`src/rtl/tlul_host_adapter.sv`:
```
// Minimal TL-UL type package plus a req/gnt/rvalid host-port adapter that drives one
// TL-UL host channel, with tag generation, in-flight tracking and response checking.
package tlul_pkg;
    localparam int TL_AW  = 32;
    localparam int TL_DW  = 32;
    localparam int TL_AIW = 8;
    localparam int TL_DIW = 1;
    localparam int TL_DBW = TL_DW / 8;
    localparam int TL_SZW = 2;

    typedef enum logic [2:0] {
        PutFullData    = 3'h0,
        PutPartialData = 3'h1,
        Get            = 3'h4
    } tl_a_op_e;

    typedef enum logic [2:0] {
        AccessAck     = 3'h0,
        AccessAckData = 3'h1
    } tl_d_op_e;

    typedef struct packed {
        logic                a_valid;
        tl_a_op_e            a_opcode;
        logic [2:0]          a_param;
        logic [TL_SZW-1:0]   a_size;
        logic [TL_AIW-1:0]   a_source;
        logic [TL_AW-1:0]    a_address;
        logic [TL_DBW-1:0]   a_mask;
        logic [TL_DW-1:0]    a_data;
        logic                d_ready;
    } tl_h2d_t;

    typedef struct packed {
        logic                d_valid;
        tl_d_op_e            d_opcode;
        logic [2:0]          d_param;
        logic [TL_SZW-1:0]   d_size;
        logic [TL_AIW-1:0]   d_source;
        logic [TL_DIW-1:0]   d_sink;
        logic [TL_DW-1:0]    d_data;
        logic                d_error;
        logic                a_ready;
    } tl_d2h_t;
endpackage

module tlul_host_adapter
    import tlul_pkg::*;
#(
    parameter int MaxOutstanding = 2,
    parameter int SrcIdW         = 2
) (
    input  logic        clk_i,
    input  logic        rst_ni,
    input  logic        req_i,
    output logic        gnt_o,
    input  logic [31:0] addr_i,
    input  logic        we_i,
    input  logic [31:0] wdata_i,
    input  logic [3:0]  be_i,
    output logic        rvalid_o,
    output logic [31:0] rdata_o,
    output logic        err_o,
    output logic        idle_o,
    output tl_h2d_t     tl_o,
    input  tl_d2h_t     tl_i
);

    localparam int                CntW    = $clog2(MaxOutstanding + 1);
    localparam logic [CntW-1:0]   MaxCnt  = CntW'(MaxOutstanding);
    localparam logic [SrcIdW-1:0] TagLast = SrcIdW'(MaxOutstanding - 1);

    logic [CntW-1:0]   out_cnt_q, out_cnt_d;
    logic [SrcIdW-1:0] tag_q, tag_d;
    logic [SrcIdW-1:0] exp_tag_q, exp_tag_d;
    logic              rvalid_q, rvalid_d;
    logic [31:0]       rdata_q, rdata_d;
    logic              err_q, err_d;

    logic a_valid;
    logic gnt;
    logic d_fire;
    logic cnt_zero;
    logic d_accept;
    logic src_mismatch;

    // Tags wrap at MaxOutstanding rather than 2**SrcIdW so in-flight tags stay unique.
    function automatic logic [SrcIdW-1:0] next_tag(input logic [SrcIdW-1:0] t);
        return (t == TagLast) ? '0 : t + 1'b1;
    endfunction

    assign cnt_zero     = (out_cnt_q == '0);
    assign a_valid      = rst_ni & req_i & (out_cnt_q < MaxCnt);
    assign gnt          = a_valid & tl_i.a_ready;
    assign d_fire       = rst_ni & tl_i.d_valid;
    assign d_accept     = d_fire & ~cnt_zero;
    assign src_mismatch = (tl_i.d_source != TL_AIW'(exp_tag_q));

    always_comb begin
        tl_o           = '0;
        tl_o.a_valid   = a_valid;
        tl_o.a_param   = 3'h0;
        tl_o.a_size    = 2'd2;
        tl_o.a_source  = TL_AIW'(tag_q);
        tl_o.a_address = {addr_i[31:2], 2'b00};
        tl_o.a_data    = wdata_i;
        tl_o.d_ready   = rst_ni;
        if (!we_i) begin
            tl_o.a_opcode = Get;
            tl_o.a_mask   = 4'hF;
        end else if (be_i == 4'hF) begin
            tl_o.a_opcode = PutFullData;
            tl_o.a_mask   = be_i;
        end else begin
            tl_o.a_opcode = PutPartialData;
            tl_o.a_mask   = be_i;
        end
    end

    always_comb begin
        out_cnt_d = out_cnt_q;
        if (gnt && !d_accept) begin
            out_cnt_d = out_cnt_q + 1'b1;
        end else if (d_accept && !gnt) begin
            out_cnt_d = out_cnt_q - 1'b1;
        end

        tag_d     = gnt ? next_tag(tag_q) : tag_q;
        exp_tag_d = d_accept ? next_tag(exp_tag_q) : exp_tag_q;

        rvalid_d = d_fire;
        err_d    = d_fire & (tl_i.d_error | src_mismatch | cnt_zero);
        rdata_d  = rdata_q;
        if (d_fire) begin
            rdata_d = (tl_i.d_opcode == AccessAck) ? 32'h0 : tl_i.d_data;
        end
    end

    always_ff @(posedge clk_i) begin
        if (!rst_ni) begin
            out_cnt_q <= '0;
            tag_q     <= '0;
            exp_tag_q <= '0;
            rvalid_q  <= 1'b0;
            rdata_q   <= '0;
            err_q     <= 1'b0;
        end else begin
            out_cnt_q <= out_cnt_d;
            tag_q     <= tag_d;
            exp_tag_q <= exp_tag_d;
            rvalid_q  <= rvalid_d;
            rdata_q   <= rdata_d;
            err_q     <= err_d;
        end
    end

    assign gnt_o    = gnt;
    assign rvalid_o = rvalid_q;
    assign rdata_o  = rdata_q;
    assign err_o    = err_q;
    assign idle_o   = ~rst_ni | cnt_zero;

    // Response fields this adapter has no use for.
    logic unused_inputs;
    assign unused_inputs = ^{addr_i[1:0], tl_i.d_param, tl_i.d_size, tl_i.d_sink};

endmodule

```
`config.mk`:
```
export PLATFORM = sky130hd
export DESIGN_NAME = tlul_host_adapter
export DESIGN_NICKNAME = d
export VERILOG_FILES = /design/src/rtl/tlul_host_adapter.sv
export SDC_FILE = /design/constraint.sdc
export NUM_CORES = 1
export LEC_CHECK = 0
export CORE_MARGIN = 5
export CORE_UTILIZATION = 30
export CTS_CLUSTER_DIAMETER = 80
export DETAILED_ROUTE_END_ITERATION = 8
export PLACE_DENSITY = 0.86
export SYNTH_ARGS = -nofsm -noshare
export SYNTH_HDL_FRONTEND = slang
export SYNTH_SLANG_ARGS = --single-unit
```
`constraint.sdc`:
```
create_clock -name clk_i -period 2.9 [get_ports clk_i]
set_clock_uncertainty 0.15 [all_clocks]
set_input_delay 0.435 -clock clk_i [delete_from_list [all_inputs] [get_ports clk_i]]
set_output_delay 0.435 -clock clk_i [all_outputs]
set_load 0.01 [all_outputs]
```
### After elaboration in Yosys (flattened, before gate mapping)

Index checks and enable logic that the tools add are counted.

| word-level totals | value |
|---|---|
| latch bits | 0 |
| memories | 0 |
| output and inout port bits | 122 |
| bits of input ports | 124 |
| RAM bits | 0 |
| flip-flop bits (word level) | 40 |
| memory bits (read-only) | 0 |

| operators by class | value |
|---|---|
| $mul | 0 |
| bitwise operators | 11 |
| divide/modulo/power cells | 0 |
| shift-type cells | 0 |
| mux-type cells | 8 |
| reductions and logical operators | 7 |
| add/sub/neg operators | 4 |
| order comparisons | 1 |
| equality and inequality tests | 4 |

Operators with widths:

| operator | count |
|---|---|
| 2-to-1 mux 32 bit | 1 |
| 2-to-1 mux 2 bit | 4 |
| inequality test 8 x 2 -> 1 bit | 1 |
| adder 2 x 1 -> 2 bit, second input constant | 3 |
| AND 1 bit | 6 |
| equality test 2 x 1 -> 1 bit, second input constant | 2 |
| equality test 4 bit, second input constant | 1 |
| 2-to-1 mux 4 bit | 1 |
| logical NOT 3 bit | 1 |
| 2-to-1 mux 3 bit | 1 |
| bitwise OR 1 bit | 3 |
| logical AND 1 bit | 2 |
| logical NOT 1 bit | 2 |
| logical NOT 2 bit | 1 |
| less-than comparator 2 bit, second input constant | 1 |
| NOT 1 bit | 2 |
| nonzero test 2 bit | 1 |
| subtractor 2 x 1 -> 2 bit, second input constant | 1 |
| 2-to-1 mux 1 bit | 1 |

### Longest topological paths before layout

Gate-level depths: netlist (run 1).

| logic depth | value |
|---|---|
| depth in word-level cells | 7 |
| gate-level depth with buffers | 8 |
| gate-level depth less buffers | 7 |

### Worst setup path before layout (run 1)

OpenSTA, ideal clock, no wires.

| path | value |
|---|---|
| path kind | in2reg |
| from | in rst_ni |
| to | reg out_cnt_q[1] |
| buffers on the path | 1 |
| arrival time | 1.652 ns |
| stages | 5 |
| setup slack | 1.027 ns |
| required time | 2.678 ns |
| library setup time | 0.072 ns |
| cells stage by stage | buf_2 > and4b_1 > ha_1 > or3_1 > a21oi_1 |

| between the ends | value |
|---|---|
| word-level cells in the longest chain between the ends | 6 |

RTL lines:

| element | RTL line | RTL |
|---|---|---|
| start: declaration | 54 | `input logic rst_ni,` |
| AND 1 bit (*) (2 in a row) | 93 | `assign a_valid = rst_ni & req_i & (out_cnt_q < MaxCnt);` |
| AND 1 bit (*) | 94 | `assign gnt = a_valid & tl_i.a_ready;` |
| via gnt_o | 56 | `output logic gnt_o,` |
| logical NOT 1 bit | 124 | `end else if (d_accept && !gnt) begin` |
| logical AND 1 bit | 124 |  |
| nonzero test 2 bit (no source line) | - |  |
| end signal: assignment | 148 | `out_cnt_q <= out_cnt_d;` |
| end: declaration | 73 | `logic [CntW-1:0] out_cnt_q, out_cnt_d;` |

The timed path passes the listed nets; every way through them passes the cells marked *.
A chain may end at the register's enable or synchronous reset.

### Worst setup path after layout (run 1)

| path | value |
|---|---|
| from | in rst_ni |
| to | out gnt_o |

| between the ends | value |
|---|---|
| word-level cells in the longest chain between the ends | 3 |

RTL lines:

| element | RTL line |
|---|---|
| AND 1 bit (2 in a row) | 93 |
| AND 1 bit | 94 |
| end: declaration | 56 |

No other way between the ends.

==> results of run 1 <==
==> routing by layer <==
| metal | vias to the layer above | GRT usage (%) | share of wire, % |
|---|---|---|---|
| li1 | 809 | - | - |
| met1 | 797 | 12.57 | 36 |
| met2 | 115 | 20.07 | 49 |
| met3 | 15 | 6.333 | 13 |
| met4 | 0 | 4.439 | 1.8 |
| met5 | - | 0 | 0 |
==> flip-flops by register name, indices dropped and copies added, names as in the netlist <==
signal	cells
rdata_o	32
exp_tag_q	2
out_cnt_q	2
tag_q	2
err_o	1
rvalid_o	1
==> cells by family after synthesis <==
kind of cell	Yosys count
and+or+nand+nor	83
AOI/OAI and AO/OA	40
adders and majority gates	1
other	2
DFF	40
buffers and inverters	91
xor gates and xnor gates	6
==> path summary, 6_finish.rpt <==
kind | endpoint | depth (start not counted) | slack (ns)
max reg2reg | out_cnt_q[1] | 5 | 1.17
max | gnt_o | 3 | 0.38
min | tag_q[1] | 2 | 0.30
min reg2reg | tag_q[1] | 2 | 0.30
==> power by group through the flow <==
stage | Clock [mW] | Sequential [mW] | Combinational [mW]
2_1_floorplan | 0 | 0.608 | 0.203
5_1_grt | 0.494 | 0.591 | 0.276
3_5_place_dp | 0 | 0.601 | 0.255
4_1_cts | 0.478 | 0.589 | 0.257
3_3_place_gp | 0 | 0.600 | 0.250
6_report | 0.451 | 0.588 | 0.254
==> synthesized netlist by cell type <==
library cell	count	area, µm²
a21oi_1	22	110.1
a21oi_2	12	105.1
a31oi_1	1	6.260
a41oi_1	2	17.52
and2b_1	6	45.04
and4b_1	1	10.01
buf_2	3	15.01
buf_4	78	585.6
buf_6	2	22.52
buf_8	1	15.01
clkbuf_1	4	15.01
clkinv_1	1	3.750
conb_1	2	7.510
dfxtp_1	40	800.8
ha_1	1	12.51
inv_1	2	7.510
nand2_1	6	22.52
nand2b_1	4	25.02
nor2_1	35	131.4
nor2_2	1	6.260
nor2b_1	26	162.7
nor4_1	2	12.51
o21ai_0	2	10.01
o311a_4	1	21.27
or2_2	1	6.260
or3_1	1	6.260
xnor2_1	2	17.52
xor2_1	4	35.03
==> area by class of cell <==
class | count | area [µm²]
clock buffers | 6 | 72.57
clock inverters | 2 | 35.03
fillers | 749 | 4373
inverters | 3 | 11.26
multi-input cells | 144 | 815.8
flip-flops and latches | 40 | 800.8
well taps | 99 | 123.9
repair buffers | 103 | 1021
==> worst min-delay path, stage by stage (launching register included) <==
cell	delay, ns
dfxtp_1	0.32
nand2_1	0.05
a21oi_1	0.04
==> results.yml, run 1 <==
floorplanning:
  die_h_um: 96.33
  dieArea_um2: 9279
  io_pins: 246
  core_area_um2: 7253
  rows: 31
  floorplan.initialDensity_pct: 30.83
  dieWidth_um: 96.33
layout:
  diodes: 0
  design_area_um2: 2880
  layout_common_cells: "99 x clkdlybuf4s50_1, 40 x dfxtp_1, 35 x nor2_1, 26 x nor2b_1, 22 x a21oi_1"
  fin_nets: 422
  layout_commonest_cell: "clkdlybuf4s50_1"
  area_growth_pct: 28.82
  drive_gt1_share_pct: 8.725
  fin_cells: 397
  fin_util_pct: 39.71
placed_design:
  postPlaceCellArea_um2: 2773
  hpwl_um: 4524
  dpl.cell_count: 389
  place_ws_ns: 0.3750
  gp_congestion: 0.8094
  port_buffers: 99
routing:
  wl_um: 5829
  wl_per_cell_um: 14.68
  first_iter_violations: 20
  vias_per_cell: 4.373
  drc: 0
  drtAntennaViolNets: 0
  dr.pass1.iters: 4
  via_count: 1736
timing:
  fin_crit_sh_pct: 86.98
  finalCriticalPeriod_ns: 2.522
  fmax_mhz: 396.5
  setup_viol: 0
  hold_slack_ns: 0.2959
  hold_viol_final: 0
  fin_ws_ns: 0.3777
  setup_tns_ns: 0
  rsz0062_at_grt: "no"
  drv_slew: 0
power:
  power_density_nw_per_um2: 449.0
  seqPwrFrac_pct: 45.5
  power_mw: 1.293
  p_int_uw: 976.6
  p_leak_nw: 1.120
  p_sw_share_pct: 24.49
  p_comb_share_pct: 19.6
  p_switching_uw: 316.7
  ir_drop_mv: 0.2276
  pwr-share-clk_pct: 34.9
clock_tree:
  clock_sinks: 40
  htree_levels: 2
  cts_resized: 0
  cts_buffer_depth: 2
  cts_tree: "built"
  worstSkewPairLatency_ns: 0.28
  postCtsSetupBuffers: 0
  ctsHoldBuffers: 0
  clk_pin_slew_ns: 0.07
  cts_root_buffer: "clkbuf_8"
  numCtsBuffers: 5
grt:
  antenna_found_initial: 0
  track_usage_pct: 11.92
  grt_max_degree: 37
  overflow: 0
  grt_pass1_vias: 1731
  grt_pass1_wl_um: 8487
logic_synthesis:
  syn_avg_cell_area_um2: 8.501
  ys_types: 28
  synth_mux_area_share_pct: 0
  syn_inst: 263
  yosysSeqAreaShare_pct: 35.81
  synthXorXnorAreaFrac_pct: 2.350
  synth_top_family_by_area: "buffers and inverters"
  yosysWarnings: 0
  ys_ff_latch: 40
  yosys.area_share.simple_pct: 19.14
  synthAdderAreaFrac_pct: 0.5596
  syn_area_um2: 2236
  synth_compound_area_share_pct: 12.09
worst_setup_path:
  critical_path_required_ns: 2.32
  crit_buf_inv: 2
  cp_slowest_cell: "clkdlybuf4s50_1"
  crit_top_cell: "clkdlybuf4s50_1"
  worst-setup-path-type: "input port to primary output"
  crit_path_start_kind: "input port"
  crit_path_end_kind: "primary output"
  cp_slowest_stage_delay_ns: 0.60
  cp_max_fo: 7
  r2r_start: "out_cnt_q[1]"
  startpoint: "rst_ni"
  crit_family: "buffers and inverters"
  path_cells: "clkdlybuf4s50_1 > and4b_1 > clkdlybuf4s50_1"
  cp.arrival_ns: 1.94
hold_path:
  hold_class: "register to register"
  hp-start: "tag_q[1]"
flow_run:
  maxCapViolCount: 0
run_status:
  status: "finished clean"
Power figures use the tool's default switching activity.
==> run 2, diff against run 1 <==
--- a/config.mk
+++ b/config.mk
@@ -10,6 +10,7 @@
 export CTS_CLUSTER_DIAMETER = 80
 export DETAILED_ROUTE_END_ITERATION = 8
 export PLACE_DENSITY = 0.86
+export SLEW_MARGIN = 0
 export SYNTH_ARGS = -nofsm -noshare
 export SYNTH_HDL_FRONTEND = slang
 export SYNTH_SLANG_ARGS = --single-unit
==> results of run 2 <==
Final layout, timing and power as in run 1 (identical DEF).
